## src/rtl/draw_scheduler_pkg.sv

```systemverilog
// Shared definitions for the frame draw scheduler: bus widths, client slot
// assignments, playfield constants and FSM state encodings.
package draw_scheduler_pkg;

  localparam int COORD_W  = 10;
  localparam int COLOUR_W = 3;

  localparam int PLATSIZE = 40;
  localparam int PLATY    = 440;

  localparam int SLOT_CLEAR = 0;
  localparam int SLOT_PLAT  = 1;
  localparam int SLOT_BALL  = 2;
  localparam int SLOT_BRICK = 3;

  typedef enum logic [2:0] {
    ST_IDLE  = 3'd0,
    ST_START = 3'd1,
    ST_WAIT  = 3'd2,
    ST_NEXT  = 3'd3,
    ST_MOVE  = 3'd4
  } state_e;

endpackage

```

## src/rtl/draw_scheduler_frame_timer.sv

```systemverilog
// Free-running frame counter; tick is high for the single cycle in which the
// counter sits at its terminal value, i.e. the cycle before it wraps to 0.
module draw_scheduler_frame_timer #(
  parameter int FRAME_CYCLES = 833334
) (
  input  logic clk,
  input  logic resetn,
  output logic tick
);

  localparam int CNT_W = (FRAME_CYCLES > 1) ? $clog2(FRAME_CYCLES) : 1;
  localparam logic [CNT_W-1:0] CNT_LAST = CNT_W'(FRAME_CYCLES - 1);

  logic [CNT_W-1:0] cnt_q, cnt_d;

  // NOTE: cnt_d gets its default before the wrap override, so every path
  // assigns it and no latch can be inferred.
  always_comb begin
    cnt_d = cnt_q + 1'b1;
    if (cnt_q == CNT_LAST) cnt_d = '0;
  end

  // NOTE: non-blocking assignment so every flop samples pre-edge values.
  always_ff @(posedge clk) begin
    if (!resetn) cnt_q <= '0;
    else         cnt_q <= cnt_d;
  end

  assign tick = (cnt_q == CNT_LAST);

endmodule

```

## src/rtl/draw_scheduler.sv

```systemverilog
// Frame draw scheduler: owns the single framebuffer write port, starts each
// enabled drawer in slot order once per frame, then pulses move_en.
module draw_scheduler
  import draw_scheduler_pkg::*;
#(
  parameter int NREQ         = 4,
  parameter int FRAME_CYCLES = 833334,
  parameter int WAIT_MAX     = 4096
) (
  input  logic                         clk,
  input  logic                         resetn,
  input  logic [NREQ-1:0]              en_mask,
  input  logic [NREQ-1:0]              cl_done,
  input  logic [NREQ*COORD_W-1:0]      cl_x,
  input  logic [NREQ*COORD_W-1:0]      cl_y,
  input  logic [NREQ*COLOUR_W-1:0]     cl_colour,
  input  logic [NREQ-1:0]              cl_wren,
  output logic [NREQ-1:0]              cl_draw,
  output logic [COORD_W-1:0]           vga_x,
  output logic [COORD_W-1:0]           vga_y,
  output logic [COLOUR_W-1:0]          vga_colour,
  output logic                         vga_wren,
  output logic                         move_en,
  output logic                         busy,
  output logic                         overrun,
  output logic                         timeout
);

  localparam int SLOT_W = (NREQ > 1) ? $clog2(NREQ) : 1;
  localparam int WAIT_W = (WAIT_MAX > 1) ? $clog2(WAIT_MAX) : 1;
  localparam logic [SLOT_W-1:0] SLOT_LAST = SLOT_W'(NREQ - 1);
  localparam logic [WAIT_W-1:0] WAIT_LAST = WAIT_W'(WAIT_MAX - 1);

  logic tick;

  draw_scheduler_frame_timer #(
    .FRAME_CYCLES(FRAME_CYCLES)
  ) u_frame_timer (
    .clk    (clk),
    .resetn (resetn),
    .tick   (tick)
  );

  // Unpack the flat client buses so the mux below indexes by slot directly.
  logic [COORD_W-1:0]  x_arr [NREQ];
  logic [COORD_W-1:0]  y_arr [NREQ];
  logic [COLOUR_W-1:0] c_arr [NREQ];

  for (genvar i = 0; i < NREQ; i++) begin : g_unpack
    assign x_arr[i] = cl_x[i*COORD_W +: COORD_W];
    assign y_arr[i] = cl_y[i*COORD_W +: COORD_W];
    assign c_arr[i] = cl_colour[i*COLOUR_W +: COLOUR_W];
  end

  state_e            state_q, state_d;
  logic [SLOT_W-1:0] slot_q, slot_d;
  logic [WAIT_W-1:0] wait_q, wait_d;
  logic [NREQ-1:0]   mask_q, mask_d;
  logic              overrun_q, overrun_d;
  logic              timeout_q, timeout_d;

  always_comb begin
    state_d    = state_q;
    slot_d     = slot_q;
    wait_d     = wait_q;
    mask_d     = mask_q;
    overrun_d  = overrun_q;
    timeout_d  = timeout_q;
    cl_draw    = '0;
    move_en    = 1'b0;
    vga_x      = '0;
    vga_y      = '0;
    vga_colour = '0;
    vga_wren   = 1'b0;

    // A tick that lands in any non-idle state, MOVE included, is dropped.
    if (tick && (state_q != ST_IDLE)) overrun_d = 1'b1;

    unique case (state_q)
      ST_IDLE: begin
        if (tick) begin
          mask_d  = en_mask;
          slot_d  = '0;
          state_d = ST_START;
        end
      end
      ST_START: begin
        if (mask_q[slot_q]) begin
          cl_draw[slot_q] = 1'b1;
          wait_d          = '0;
          state_d         = ST_WAIT;
        end else begin
          state_d = ST_NEXT;
        end
      end
      ST_WAIT: begin
        vga_x      = x_arr[slot_q];
        vga_y      = y_arr[slot_q];
        vga_colour = c_arr[slot_q];
        vga_wren   = cl_wren[slot_q];
        if (cl_done[slot_q]) begin
          state_d = ST_NEXT;
        end else if (wait_q == WAIT_LAST) begin
          timeout_d = 1'b1;
          state_d   = ST_NEXT;
        end else begin
          wait_d = wait_q + 1'b1;
        end
      end
      ST_NEXT: begin
        if (slot_q == SLOT_LAST) begin
          state_d = ST_MOVE;
        end else begin
          slot_d  = slot_q + 1'b1;
          state_d = ST_START;
        end
      end
      ST_MOVE: begin
        move_en = 1'b1;
        state_d = ST_IDLE;
      end
      default: state_d = ST_IDLE;
    endcase
  end

  always_ff @(posedge clk) begin
    if (!resetn) begin
      state_q   <= ST_IDLE;
      slot_q    <= '0;
      wait_q    <= '0;
      mask_q    <= '0;
      overrun_q <= 1'b0;
      timeout_q <= 1'b0;
    end else begin
      state_q   <= state_d;
      slot_q    <= slot_d;
      wait_q    <= wait_d;
      mask_q    <= mask_d;
      overrun_q <= overrun_d;
      timeout_q <= timeout_d;
    end
  end

  assign busy    = (state_q != ST_IDLE);
  assign overrun = overrun_q;
  assign timeout = timeout_q;

endmodule

```

## config.mk

```make
export PLATFORM = sky130hd
export DESIGN_NAME = draw_scheduler
export DESIGN_NICKNAME = d
export VERILOG_FILES = /design/src/rtl/draw_scheduler_pkg.sv /design/src/rtl/draw_scheduler_frame_timer.sv /design/src/rtl/draw_scheduler.sv
export SDC_FILE = /design/constraint.sdc
export NUM_CORES = 1
export LEC_CHECK = 0
export ABC_AREA = 1
export CAP_MARGIN = 20
export CORE_MARGIN = 3
export CORE_UTILIZATION = 27
export CTS_CLUSTER_SIZE = 25
export DETAILED_ROUTE_END_ITERATION = 12
export PLACE_DENSITY = 0.61
export REMOVE_ABC_BUFFERS = 1
export SLEW_MARGIN = 20
export SYNTH_ARGS = -nofsm -noshare
export SYNTH_HDL_FRONTEND = slang
export SYNTH_SLANG_ARGS = --single-unit
```

## constraint.sdc

```tcl
create_clock -name clk -period 2.1 [get_ports clk]
set_clock_uncertainty 0.15 [all_clocks]
set_input_delay 0.315 -clock clk [delete_from_list [all_inputs] [get_ports clk]]
set_output_delay 0.315 -clock clk [all_outputs]
set_load 0.03 [all_outputs]
```

==> metrics.txt, run 1 <==
via count=just over 4000; most common cell after layout, fill and taps aside=nor2_1; PortBufs=137; FFs w/ async S/R, synth=0%; final hold violation count=0; Non-Filler Instances=839; most frequent cells in the layout=156 x nor2_1, 108 x clkdlybuf4s50_1, 87 x nand2_1; final wirelength=11.8 mm; Die Ht=116 um; internal power=1630 uW; share of layout cells above drive strength 1=10.8%; synth-to-layout area growth=54.8%; unrepaired setup endpoints after global routing=true; Period Utilization, post-route=a little over nine tenths; Cell Area, Synth=~3200 um^2; yosys synthesis warning count=0; Clock Pin Slew Worst Setup and Hold Paths=0.06 ns; Arr. time, crit path=1.59 ns; Worst Hold Slack=0.293 ns; Routability Congestion=0.929; Yosys reg bits=between 40 and 50; max-cap violation count=0; H-tree depth=2; hold_buf cts=0; Comb power frac=30.0%; number of diodes=0; Slew HR=71.7%; critical-path maximum fanout=13; fin util=43.4%; Crit path required time=1.63 ns; CTS Buf Count=5; placed cells=825; Avg WL per Cell=14.1 um; TritonRoute pass-1 iters=5; clock tree buffer depth=2; outcome=finished clean; vias in the first global route=roughly 3700; critical path endpoint category=primary output; die area=approximately 13000 um^2; FP Rows=39; clk_lat worst skew=0.28 ns; CTS tree=yes; Post-synth EDFFs=0; Net Sw Power=690 uW; CORE AREA=11600 um^2; beginning of the worst hold path=mask_q[1]; fill count=1222; die width=between 100 and 150 um; crit path kind=register to primary output; Boundary Pins=around 140; PD cells=~460 nW/um^2; Worst-Margin Slew=0.422 ns; FMAX=487 MHz; final setup fails=0; sequential power share=37.5%; CP Launch Point=slot_q[0]; highest ir drop seen on vdd=0.257 mV; Initial Util=approximately 28%; largest net degree at the start of global routing=37; first-pass GRT wire length=17.7 mm; Hold WC Path Type=register to register; library cells used by synthesis=35; Seq/Total Area, Yosys=26.5%; Clk pwr share=roughly a third; ANT nets after route=0; Pleak=0.00201 uW; Total Nets Final=approximately 810; DPL Wire Length=slightly below 9 mm; max-slew violation count=0; worst reg2reg startpoint=wait_q[0]; Mapped Cells=557; Post-synth top flop=dfxtp_1; CP Launch Type=register; DRC=0; grt total ovfl=0; initial antenna violation count=0; crit path time final=2.05 ns; Avg Cell Area, Syn=slightly below 6 um^2; sw frac=29.8%; GRT Util Overall=16.2%; clk sinks=between 40 and 50; clock root buffer=clkbuf_16; drt via density=4.82; First DRT Iteration DRCs=250
[cells in the mapped netlist, drive strengths merged, types with 2 or more instances]
library cell | number | share of area, %
a21oi | 44 | 7.1
nand4 | 9 | 1.7
clkbuf | 10 | 1.2
xor2 | 5 | 1.3
dfxtp | 43 | 27
nand3 | 34 | 5.5
nor3b | 3 | 0.69
inv | 53 | 6.2
buf | 14 | 2.8
o21ai | 60 | 9.2
or2 | 2 | 0.39
ha | 7 | 2.7
nand3b | 3 | 0.69
nand2 | 92 | 11
nor3 | 13 | 2.7
nor2 | 159 | 19
[layer usage]
metal	track usage, %	wire length, um	part of all wire, %
met4	3.63	142	1.2
met2	28.7	5600	47
met5	0	0	0
met3	3.08	909	7.7
met1	20.5	5180	44
[worst max-delay path: stages, from the launching register on]
cell	delay, ns
dfxtp_4	0.41
buf_12	0.14
clkbuf_16	0.16
nor2_1	0.05
nor2_1	0.07
o21ai_0	0.08
a21oi_1	0.19
buf_4	0.20
[final cells by class]
cell class / instances / area [um^2] / share of cell area, %
multi-input combinational: 437 / 2060 / 41.0
clock inverter: 2 / 12.5 / 0.249
sequential: 43 / 866 / 17.2
timing repair buffer: 155 / 1570 / 31.2
inverter: 53 / 214 / 4.26
clock buffer: 6 / 129 / 2.56
tap: 143 / 179 / 3.56
[sequential cells by signal, summed over array words and instances (netlist names)]
register             count
slot_q                   2
timeout                  1
wait_q                  12
overrun                  1
u_frame_timer.cnt_q     20
mask_q                   4
state_q                  3
[stage by stage]
| stage | worst slack [ns] | area (um^2) | power, uW | setup TNS, ns |
|---|---|---|---|---|
| finish | 0.0465 | 5020 | 2320 | 0 |
| global route | -0.0182 | 5020 | 2460 | -0.0620 |
| CTS | 0.0377 | 4910 | 2340 | 0 |
| detailed placement | 0.202 | 4730 | 1580 | 0 |
| global placement | 0.177 | 4730 | 1560 | 0 |
| floorplan | -0.526 | 3120 | 1210 | -17.65 |
[power by group through the flow]
stage / clock network, uW / logic (uW) / registers (uW)
after floorplan: 0 / 312 / 896
after CTS: 779 / 695 / 868
final: 752 / 696 / 870
after global routing: 817 / 766 / 874
after global placement: 0 / 679 / 885
after detailed placement: 0 / 688 / 887
[cell families after synthesis]
logic type	share of synthesized area (%)
simple gates	41.7
compound gates	17.3
buf+inv	10.2
flops	26.5
fa+ha+maj	2.70
xor+xnor	1.62
[worst paths after layout]
check	slack, ns	cells after the start	end
worst max-delay path	0.05	7	vga_x[1]
worst min-delay path	0.29	2	mask_q[1]
worst max register to register	0.26	10	wait_q[10]
worst min register to register	0.29	2	mask_q[1]
[timing repair]
action / CTS / global route
hold endpoints to repair: 0 / 0
pin swaps: 0 / 4
resized for setup: 5 / 8
setup endpoints to repair: 14 / 22
buffers inserted: 0 / 2
cloned: 1 / 3
Power figures use the tool's default switching activity.
==> run 2, diff against run 1 <==
SKIP_CTS_REPAIR_TIMING = 1   (was default)
==> metrics.txt, run 2 (synthesized netlist as in run 1, its figures left out) <==
die width=116 um (unchanged); final wirelength=11.6 mm (-1.9%); Period Utilization, post-route=96.1% (-1.7 points); CP peak stage delay=0.60 ns (+0.19 ns); Slew HR=73.2% (+1.5 points); CP Launch Type=register; CTS tree=yes; Total Nets Final=804 (-0.50%); clk_lat worst skew=0.28 ns (about the same); pre-CTS setup slack=0.202 ns (unchanged); number of diodes=0 (unchanged); TritonRoute pass-1 iters=6 (+1); CORE AREA=11600 um^2 (unchanged); Overall Power=2320 uW (+0.11%); Non-Filler Instances=835 (-0.48%); Net Sw Power=694 uW (+0.55%); initial antenna violation count=0 (unchanged); PD cells=469 nW/um^2 (+1.8%); internal power=1630 uW (about the same); DPL Wire Length=8.68 mm (unchanged); FMAX=495 MHz (+1.7%); Boundary Pins=138 (unchanged); GRT Util Overall=15.9% (-0.29 points); drt via density=4.80 (-0.42%); clock tree buffer depth=2 (unchanged); sequential power share=37.5% (about the same); grt total ovfl=0 (unchanged); Arr. time, crit path=1.55 ns (-0.04 ns); Clock Pin Slew Worst Setup and Hold Paths=0.06 ns (about the same); critical path, cell by cell=nor3_2 -> inv_1 -> clkdlybuf4s50_1; Avg WL per Cell=13.9 um (-1.4%); First DRT Iteration DRCs=276 (+10%); max-slew violation count=0 (unchanged); Routability Congestion=0.929 (unchanged); CTS Buf Count=5 (unchanged); Worst-Margin Slew=0.399 ns (-0.0221 ns); via count=4005 (-0.89%); critical path endpoint category=primary output; max reg flops=20 (unchanged); share of layout cells above drive strength 1=10.4% (-0.37 points); FP Rows=39 (unchanged); crit path time final=2.02 ns (-0.0353 ns); synth-to-layout area growth=52.3%; Hold WC Path Type=register to register; largest net degree at the start of global routing=52 (+41%); Crit path required time=1.63 ns (about the same); Slowest cell on crit path=clkdlybuf4s50_1; Clk pwr share=32.7% (+0.2 points); sw frac=29.9% (+0.13 points); PortBufs=137 (unchanged); clock root buffer=clkbuf_16; Pleak=0.00199 uW (-1.1%); outcome=finished clean; final worst setup slack=0.0818 ns (+0.0353 ns); critical-path maximum fanout=3 (-10); crit path kind=register to primary output; die area=13400 um^2 (unchanged); ANT nets after route=0 (unchanged); placed cells=825 (unchanged); max-cap violation count=0 (unchanged); Initial Util=28.1% (unchanged); fin area=4940 um^2 (-1.6%); most common cell after layout, fill and taps aside=nor2_1; vias in the first global route=3624 (-1.0%); Regs by FF count=u_frame_timer.cnt_q (20), wait_q (12), mask_q (4); Comb power frac=29.8% (-0.2 points); highest ir drop seen on vdd=0.257 mV (about the same); clk sinks=43 (unchanged); first-pass GRT wire length=17.5 mm (-1.4%); final hold violation count=0 (unchanged); unrepaired setup endpoints after global routing=true; H-tree depth=2 (unchanged); Area after DPL=4730 um^2 (unchanged); Largest Register=u_frame_timer.cnt_q; most frequent cells in the layout=156 x nor2_1, 108 x clkdlybuf4s50_1, 87 x nand2_1; Die Ht=116 um (unchanged); DRC=0 (unchanged); final setup fails=0 (unchanged)
## run 2: power by group through the flow
stage,Clock (uW),Combinational (uW),Sequential (uW)
2_1_floorplan,0,312,896
3_3_place_gp,0,679,885
3_5_place_dp,0,688,887
4_1_cts,779,692,869
5_1_grt,817,764,874
6_report,758,692,870
## run 2: metal layers
| layer | up-vias | track usage, % | wire, um |
|---|---|---|---|
| met3 | 11 | 3.08 | 837 |
| met5 | - | 0 | 0 |
| met1 | 1809 | 20.5 | 5140 |
| li1 | 2056 | - | - |
| met4 | 0 | 3.63 | 116 |
| met2 | 129 | 27.7 | 5510 |
## run 2: cell type report
type | instances | area, um^2
clock buffers | 6 | 129
clock inverters | 2 | 12.5
flip-flops and latches | 43 | 866
inverters | 53 | 209
repair buffers | 151 | 1490
fillers | 1238 | 6620
well taps | 143 | 179
multi-input cells | 437 | 2060
## run 2: path summary, 6_finish.rpt
kind              start    endpoint  slack, ns  depth (start not counted)
max          state_q[2]        busy       0.08                          3
min           mask_q[1]   mask_q[1]       0.29                          2
max reg2reg   wait_q[0]  wait_q[10]       0.26                         10
min reg2reg   mask_q[1]   mask_q[1]       0.29                          2
## run 2: critical path: cells and delay by family, from the launching register on
family,cells,cell delay [ns]
flops,1,0.33
simple gates,1,0.27
buf+inv,2,0.67
## run 2: metrics by stage
step,util [%],hold WS (ns),setup TNS (ns)
global route,42.7,0.329,-0.0417
CTS,42.1,0.298,-0.439
floorplan,-,0.273,-17.65
finish,42.7,0.294,0
global placement,40.9,0.289,0
detailed placement,40.9,0.288,0
